File: config.mk
export PLATFORM = sky130hd
export DESIGN_NAME = aia_intp_claim_ctrl
export DESIGN_NICKNAME = d
export VERILOG_FILES = /design/src/rtl/aia_pkg.sv /design/src/rtl/aia_file_prio_sel.sv /design/src/rtl/aia_intp_claim_ctrl.sv
export SDC_FILE = /design/constraint.sdc
export NUM_CORES = 1
export LEC_CHECK = 0
export CAP_MARGIN = 20
export CORE_MARGIN = 4
export CORE_UTILIZATION = 44
export DETAILED_ROUTE_END_ITERATION = 7
export PLACE_DENSITY = 0.86
export RECOVER_POWER = 25
export SYNTH_ARGS = -nofsm -noshare
export SYNTH_HDL_FRONTEND = slang
export SYNTH_SLANG_ARGS = --single-unit
export TNS_END_PERCENT = 100
File: constraint.sdc
create_clock -name clk_i -period 2.4 [get_ports clk_i]
set_clock_uncertainty 0.15 [all_clocks]
set_input_delay 0.48 -clock clk_i [delete_from_list [all_inputs] [get_ports clk_i]]
set_output_delay 0.48 -clock clk_i [all_outputs]
set_load 0.005 [all_outputs]
File: src/rtl/aia_pkg.sv
// Shared types and constants for the AIA interrupt claim controller.
// File indices: 0 = M, 1 = S, VS_BASE.. = guest (VS) files.
package aia_pkg;

    localparam int M_FILE  = 0;
    localparam int S_FILE  = 1;
    localparam int VS_BASE = 2;

    // Widest file index and identity an offer can carry.
    // Instances slice these down to their real widths.
    localparam int OFFER_FILE_W = 8;
    localparam int OFFER_ID_W   = 16;

    typedef enum logic [1:0] {
        IDLE   = 2'd0,
        OFFER  = 2'd1,
        CLAIM  = 2'd2,
        SETTLE = 2'd3
    } state_t;

    typedef struct packed {
        logic [OFFER_FILE_W-1:0] file;
        logic [OFFER_ID_W-1:0]   id;
    } offer_t;

    // Width of the guest-select field.
    // At least one bit, even when there are no guest files.
    function automatic int vgein_w(input int nr_vs);
        int w;
        w = $clog2(nr_vs + 1);
        return (w < 1) ? 1 : w;
    endfunction

endpackage

File: src/rtl/aia_file_prio_sel.sv
// Combinational deliverable detection and M > S > selected-VS priority pick.
module aia_file_prio_sel
    import aia_pkg::*;
#(
    parameter int NrVSIntpFiles = 0,
    parameter int NrIntpFiles   = 2 + NrVSIntpFiles,
    parameter int NrSourcesW    = 5,
    parameter int VgeinW        = 1
) (
    input  logic [NrIntpFiles*NrSourcesW-1:0] pend_id,
    input  logic [NrIntpFiles-1:0]            deliv_en,
    input  logic [VgeinW-1:0]                 vgein,
    output logic [NrIntpFiles-1:0]            deliv,
    output logic                              sel_valid,
    output offer_t                            sel
);

    // A guest file counts only when vgein selects it.
    // vgein 0 or out of range therefore matches no file.
    always_comb begin
        deliv = '0;
        for (int f = 0; f < NrIntpFiles; f++) begin
            if (pend_id[f*NrSourcesW +: NrSourcesW] != '0 && deliv_en[f]) begin
                if (f < VS_BASE) begin
                    deliv[f] = 1'b1;
                end else if (int'(vgein) == f - VS_BASE + 1) begin
                    deliv[f] = 1'b1;
                end
            end
        end
    end

    // Scan from the lowest priority upwards.
    // The last hit is the lowest index, which is the highest privilege.
    always_comb begin
        sel_valid = 1'b0;
        sel       = '0;
        for (int f = NrIntpFiles - 1; f >= 0; f--) begin
            if (deliv[f]) begin
                sel_valid = 1'b1;
                sel.file  = OFFER_FILE_W'(f);
                sel.id    = OFFER_ID_W'(pend_id[f*NrSourcesW +: NrSourcesW]);
            end
        end
    end

endmodule

File: src/rtl/aia_intp_claim_ctrl.sv
// Offers the winning interrupt file/identity to the hart and pulses the claim back.
// valid/ready: an offer is taken in any cycle where irq_valid_o & irq_ready_i; valid may drop without a take.
module aia_intp_claim_ctrl
    import aia_pkg::*;
#(
    parameter int NrVSIntpFiles = 0,
    parameter int NrIntpFiles   = 2 + NrVSIntpFiles,
    parameter int NrSourcesW    = 5,
    localparam int VgeinW       = vgein_w(NrVSIntpFiles),
    localparam int FileW        = $clog2(NrIntpFiles)
) (
    input  logic                              clk_i,
    input  logic                              rst_i,
    input  logic [NrIntpFiles*NrSourcesW-1:0] pend_id_i,
    input  logic [NrIntpFiles-1:0]            deliv_en_i,
    input  logic [VgeinW-1:0]                 vgein_i,
    output logic                              irq_valid_o,
    output logic [FileW-1:0]                  irq_file_o,
    output logic [NrSourcesW-1:0]             irq_id_o,
    input  logic                              irq_ready_i,
    output logic [NrIntpFiles-1:0]            claim_o,
    output logic [NrSourcesW-1:0]             claim_id_o,
    output logic                              meip_o,
    output logic                              seip_o,
    output logic                              vseip_o,
    output state_t                            state_o
);

    logic [NrIntpFiles-1:0] deliv;
    logic                   sel_valid;
    offer_t                 sel;

    aia_file_prio_sel #(
        .NrVSIntpFiles (NrVSIntpFiles),
        .NrIntpFiles   (NrIntpFiles),
        .NrSourcesW    (NrSourcesW),
        .VgeinW        (VgeinW)
    ) u_prio_sel (
        .pend_id   (pend_id_i),
        .deliv_en  (deliv_en_i),
        .vgein     (vgein_i),
        .deliv     (deliv),
        .sel_valid (sel_valid),
        .sel       (sel)
    );

    state_t                state;
    logic                  vs_any;
    logic [NrSourcesW-1:0] cur_pend;
    logic                  cur_deliv;
    logic                  preempt;
    logic                  unused_sel_hi;

    assign state_o       = state;
    assign unused_sel_hi = ^{sel.file[OFFER_FILE_W-1:FileW], sel.id[OFFER_ID_W-1:NrSourcesW]};

    always_comb begin
        vs_any = 1'b0;
        for (int f = VS_BASE; f < NrIntpFiles; f++) begin
            vs_any = vs_any | deliv[f];
        end
    end

    // Live view of the file currently on offer.
    always_comb begin
        cur_pend  = pend_id_i[int'(irq_file_o)*NrSourcesW +: NrSourcesW];
        cur_deliv = deliv[irq_file_o];
        preempt   = sel_valid && (sel.file < OFFER_FILE_W'(irq_file_o));
    end

    always_ff @(posedge clk_i or posedge rst_i) begin
        if (rst_i) begin
            state       <= IDLE;
            irq_valid_o <= 1'b0;
            irq_file_o  <= '0;
            irq_id_o    <= '0;
            claim_o     <= '0;
            claim_id_o  <= '0;
            meip_o      <= 1'b0;
            seip_o      <= 1'b0;
            vseip_o     <= 1'b0;
        end else begin
            meip_o  <= deliv[M_FILE];
            seip_o  <= deliv[S_FILE];
            vseip_o <= vs_any;
            case (state)
                IDLE: begin
                    claim_o <= '0;
                    if (sel_valid) begin
                        irq_valid_o <= 1'b1;
                        irq_file_o  <= sel.file[FileW-1:0];
                        irq_id_o    <= sel.id[NrSourcesW-1:0];
                        state       <= OFFER;
                    end
                end
                OFFER: begin
                    // A take beats any same-cycle withdraw, preempt or refresh.
                    if (irq_ready_i) begin
                        irq_valid_o <= 1'b0;
                        claim_o     <= NrIntpFiles'(1) << irq_file_o;
                        claim_id_o  <= irq_id_o;
                        state       <= CLAIM;
                    end else if (preempt) begin
                        irq_file_o <= sel.file[FileW-1:0];
                        irq_id_o   <= sel.id[NrSourcesW-1:0];
                    end else if (!cur_deliv) begin
                        irq_valid_o <= 1'b0;
                        state       <= IDLE;
                    end else if (cur_pend != irq_id_o) begin
                        irq_id_o <= cur_pend;
                    end
                end
                CLAIM: begin
                    claim_o <= '0;
                    state   <= SETTLE;
                end
                SETTLE: begin
                    // Give the claimed file one cycle to update its pend_id.
                    state <= IDLE;
                end
                default: begin
                    irq_valid_o <= 1'b0;
                    claim_o     <= '0;
                    state       <= IDLE;
                end
            endcase
        end
    end

endmodule

==> reports/results.tsv, run 1 <==
metric	value	unit
grt_max_degree	19	
seqCellArea	450	um2
drt-initial-drc-count	38	
clk_path_buf_depth	2	
final_max_slew_viol_count	0	
critPathSlowestCell	or4_4	
place_hpwl	2250	um
firstDrtPassIters	4	
insertion_delay	290	ps
cts_root_buf	clkbuf_4	
max_freq	0.420	GHz
cpPeakStageDelay	550	ps
ant_nets	0	
gp_congestion	0.820	
syn_inst	92	
finalCriticalPeriod	2380	ps
max-cap-violations	0	
hold_ws	363	ps
finalWirelength	3260	um
synthesis.nets	108	
synth_seq_cells	18	
fin_tns_setup	0	ps
hold_path_class	reg -> reg	
yosys_warnings	0	
path_clk_slew	90	ps
syn_to_final_growth	55.5	%
die-area	0.00309	mm2
tightest_slew	684	ps
start_util	48.2	%
postCtsHoldBufs	0	
wl_per_cell	19.2	um
ir_drop	0.634	mV
multiInputGateArea	544	um2
ios	35	
vias_per_cell	5.86	
final_cell_mix	clkdlybuf4s50_1, dfrtp_1, buf_4, o21ai_0, mux2i_1	
max-slew-margin-rel	54.3	%
ys_seq_area_share	45.3	%
vias	996	
fp-row-count	16	
cellPowerDensity	1180	mW/mm2
finalHoldViolCount	0	
arrival	2410	ps
nets	159	
overflow	0	
drc_errors	0	
grt_pass1_wl	5150	um
cts_max_level	1	
timing.critical_path.to_type	flip-flop	
cts_made_buffers	3	
synth_edf_count	0	
startpoint_type	input port	
syn_avg_cell_area	10.8	um2
final_common_cell	clkdlybuf4s50_1	
port_buffers	32	
final_core_util	75.0	%
fill_cells	118	
worstPathMaxFanout	5	
synth-main-ff-cell	dfrtp_1	
p_total	1.83	mW
ys_async_sr_fraction	100	%
status	finished clean	
dp_slack	-490	ps
design.core.area	0.00206	mm2
die_y	55.5	um
die_w	55.5	um
crit_required	2430	ps
leakage	0.717	nW
grt_pass1_vias	1029	
cts.sinks	18	
drive_gt1_share	28.2	%
grt_usage	21.5	%
finalCritPeriodShare	99.1	%
synth.distinct_cells	30	
critPathKind	in -> reg	
syn_area	995	um2
layout_setup_ws	20.4	ps
crit_path_cell_trace	dlygate4sd2_1 > or4_4 > o21a_4 > o31ai_4 > a221oi_2 > nor2_4 > mux2_4	
antenna_found_initial	0	
cts_tree	yes	
finalSetupViolCount	0	
==> cell usage after synthesis (2+ instances only) <==
library cell | count | area [um2]
a21oi_1 | 5 | 25.0
a22o_1 | 3 | 26.3
a31oi_1 | 2 | 12.5
dfrtp_1 | 18 | 450
inv_1 | 5 | 18.8
mux2_2 | 8 | 90.1
mux2i_1 | 6 | 60.1
nand2_1 | 5 | 18.8
nand3_1 | 2 | 10.0
nor2_1 | 5 | 18.8
o21ai_0 | 9 | 45.0
o22ai_1 | 2 | 12.5
xnor2_1 | 5 | 43.8
==> layout make-up <==
type	count	share of cell area [%]
Antenna cell	1	0.162
Clock buffer	4	2.35
Inverter	6	1.46
Multi-Input combinational cell	65	35.2
Sequential cell	18	29.1
Tap cell	27	2.18
Timing Repair Buffer	49	29.5
==> where the power goes <==
group | internal [mW] | total (mW) | switching, mW
registers | 0.438 | 0.580 | 0.142
logic | 0.599 | 1.07 | 0.467
clock network | 0.0924 | 0.183 | 0.0909
total | 1.13 | 1.83 | 0.700
==> critical path, delay by kind of cell <==
family	cells	cell delay, ps
AO/OA/AOI/OAI	3	550
buffers and inverters	1	250
multiplexers	1	330
AND/OR/NAND/NOR	2	800
==> sequential cells by signal (all words and copies together) (netlist names), named ones only <==
name,flops
claim_id_o,5
irq_id_o,5
claim_o,2
irq_file_o,1
irq_valid_o,1
meip_o,1
seip_o,1
state_o,1
==> layer usage <==
| layer | GRT usage [%] | part of all wire (%) | vias up |
|---|---|---|---|
| met4 | 9.38 | 3.0 | 0 |
| met2 | 39.9 | 52 | 70 |
| met1 | 24.3 | 35 | 477 |
| met3 | 2.56 | 9.9 | 12 |
| met5 | 0 | 0 | - |
| li1 | - | - | 437 |
==> what timing repair did <==
item / 4_1_cts / 5_1_grt
setup buffers: 2 / 0
endpoints found under the setup margin: 5 / 5
resized for setup: 12 / 8
pin swaps: 4 / 6
==> per-stage QoR <==
| step | cells | cell area [um2] |
|---|---|---|
| finish | 170 | 1550 |
| global route | 169 | 1540 |
| CTS | 169 | 1520 |
| detailed placement | 163 | 1450 |
| global placement | 163 | 1450 |
| floorplan | 92 | 995 |
==> worst paths after layout <==
| path | start | endpoint | slack (ps) | depth (start not counted) |
|---|---|---|---|---|
| max in group asynchronous | rst_i | claim_id_o[1]$_DFFE_PP0P_ | 1090 | 2 |
| setup / recovery | pend_id_i[9] | irq_id_o[1]$_DFFE_PP0P_ | 20 | 7 |
| min in group asynchronous | rst_i | state_o[0]$_DFFE_PP0P_ | 570 | 2 |
| hold / removal | claim_id_o[2]$_DFFE_PP0P_ | claim_id_o[2]$_DFFE_PP0P_ | 360 | 1 |
| setup reg to reg | irq_file_o$_DFFE_PP0P_ | irq_id_o[1]$_DFFE_PP0P_ | 170 | 6 |
| hold reg to reg | claim_id_o[2]$_DFFE_PP0P_ | claim_id_o[2]$_DFFE_PP0P_ | 360 | 1 |
==> logic make-up after synthesis <==
kind of cell / count (synthesis) / share of synthesized area [%]
AOI/OAI and AO/OA: 28 / 21.9
xor gates and xnor gates: 5 / 4.40
buffers and inverters: 9 / 3.90
DFF: 18 / 45.3
muxes: 15 / 16.2
other: 1 / 0.377
and+or+nand+nor: 16 / 7.93
Power figures use the tool's default switching activity.
==> run 2, diff against run 1 <==
Settings changed: SKIP_CTS_REPAIR_TIMING set to 1.
Clock period 2.4 ns to 2.6 ns, I/O delays scaled along.
==> run 2 against run 1 <==
Worst setup slack got worse by 3.5 ps. Clock-buffer cell count stayed put. First-iteration DRC count is 63% higher. Hold slack better by 2.6 ps. Final cell count fell by 2.4%. Sequential share of layout area is 0.63 points higher. Utilization decreased by 1.6 points. Critical endpoint is now irq_id_o[3]$_DFFE_PP0P_.
==> reports/results.tsv, run 2 (synthesis gave the netlist of run 1 again) <==
metric	value	unit	change
status	finished clean		unchanged
syn_to_final_growth	52.2	%	was 55.5%
vias_per_cell	5.99		was 5.86
die_w	55.5	um	unchanged
combinationalPowerShare	57.1	%	was 58.3%
max-slew-margin-rel	53.7	%	was 54.3%
cts_tree	yes		unchanged
port_buffers	32		unchanged
finalCritPeriodShare	99.3	%	
die_y	55.5	um	unchanged
finalHoldViolCount	0		unchanged
vias	994		was 996
grt_pass1_vias	1021		was 1,029
rsz0062_at_grt	no		
cts_root_buf	clkbuf_4		unchanged
wl_per_cell	19.7	um	was 19.2 um
critPathKind	in -> reg		unchanged
drt-initial-drc-count	62		was 38
cts.sinks	18		unchanged
ios	35		unchanged
finalSetupViolCount	0		unchanged
hold_ws	366	ps	was 363 ps
fill_cells	128		was 118
dp_slack	-384	ps	was -490 ps
cts_made_buffers	3		unchanged
firstDrtPassIters	4		unchanged
drc_errors	0		unchanged
p_clk_share	10.6	%	was 10.0%
finalWirelength	3260	um	about the same
grt_usage	20.1	%	was 21.5%
final_common_cell	clkdlybuf4s50_1		unchanged
place_area	0.00143	mm2	was 0.00145 mm2
layout_setup_ws	17.0	ps	was 20.4 ps
arrival	2630	ps	was 2410 ps
final_max_slew_viol_count	0		unchanged
hold_path_class	reg -> reg		unchanged
antenna_found_initial	0		unchanged
overflow	0		unchanged
die-area	0.00309	mm2	unchanged
startpoint_type	input port		unchanged
switching_share	37.5	%	was 38.2%
cellPowerDensity	1100	mW/mm2	was 1180 mW/mm2
antenna_cells	0		was 1
crit_required	2640	ps	was 2430 ps
ir_drop	0.636	mV	was 0.634 mV
timing.critical_path.to_type	flip-flop		unchanged
start_util	48.2	%	unchanged
clk_path_buf_depth	2		unchanged
p_switching	625	uW	was 700 uW
final_cell_area	0.00151	mm2	was 0.00155 mm2
p_seq_share	32.3	%	was 31.7%
design.core.area	0.00206	mm2	unchanged
path_clk_slew	110	ps	was 90 ps
grt_pass1_wl	4950	um	was 5150 um
insertion_delay	300	ps	was 290 ps
finalCriticalPeriod	2580	ps	
grt_max_degree	19		unchanged
place_hpwl	2320	um	was 2250 um
internal_power	1.04	mW	was 1.13 mW
max_freq	0.387	GHz	
top_regs	claim_id_o (5), irq_id_o (5), claim_o (2)		unchanged
ant_nets	0		unchanged
final_cell_mix	clkdlybuf4s50_1, dfrtp_1, buf_4, o21ai_0, mux2i_1		unchanged
cts_max_level	1		unchanged
fp-row-count	16		unchanged
nets	156		was 159
drive_gt1_share	25.9	%	was 28.2%
max-cap-violations	0		unchanged
leakage	0.685	nW	was 0.717 nW
tightest_slew	693	ps	was 684 ps
p_total	1.67	mW	was 1.83 mW
gp_congestion	0.819		was 0.820
worstPathMaxFanout	5		unchanged
==> run 2: layout make-up <==
cell class / instances / area [um2] / share of cell area, %
multi-input cells: 65 / 538 / 35.5
flip-flops and latches: 18 / 450 / 29.8
well taps: 27 / 33.8 / 2.23
inverters: 6 / 22.5 / 1.49
repair buffers: 46 / 433 / 28.6
clock buffers: 4 / 36.3 / 2.40
==> run 2: per-stage QoR <==
step / util (%) / TNS [ps] / cells
global placement: 69.4 / -1350 / 161
global route: 73.4 / 0 / 166
detailed placement: 69.4 / -1820 / 161
CTS: 71.1 / -283 / 165
finish: 73.4 / 0 / 166
floorplan: - / 0 / 92
==> run 2: path summary, 6_finish.rpt <==
| path | from | to | slack, ps | depth (start not counted) |
|---|---|---|---|---|
| worst min-delay path | claim_o[0]$_DFFE_PP0P_ | claim_o[0]$_DFFE_PP0P_ | 370 | 2 |
| worst min register to register | claim_o[0]$_DFFE_PP0P_ | claim_o[0]$_DFFE_PP0P_ | 370 | 2 |
| worst max-delay path | pend_id_i[9] | irq_id_o[3]$_DFFE_PP0P_ | 20 | 7 |
| min in group asynchronous | rst_i | claim_o[0]$_DFFE_PP0P_ | 610 | 2 |
| max in group asynchronous | rst_i | irq_id_o[1]$_DFFE_PP0P_ | 1250 | 2 |
| worst max register to register | irq_file_o$_DFFE_PP0P_ | irq_id_o[3]$_DFFE_PP0P_ | 270 | 6 |
==> run 2: power by group through the flow <==
stage / Sequential (mW) / Clock (mW) / Combinational [mW]
2_1_floorplan: 0.508 / 0 / 0.472
3_3_place_gp: 0.527 / 0 / 0.833
3_5_place_dp: 0.542 / 0 / 0.869
4_1_cts: 0.535 / 0.174 / 0.877
5_1_grt: 0.559 / 0.192 / 1.01
6_report: 0.539 / 0.176 / 0.952
==> run 2: critical path, stage by stage <==
cell and delay (ps):
clkdlybuf4s50_1 440, or4_4 430, o21a_4 270, o31ai_4 310, a21oi_2 80, nor2_4 250
mux2_4 320
==> run 2: routing by layer <==
metal / track usage (%) / share of wire, %
met2: 35.5 / 51
met1: 23.4 / 36
met5: 0 / 0
met4: 10.8 / 3.0
met3: 2.56 / 10
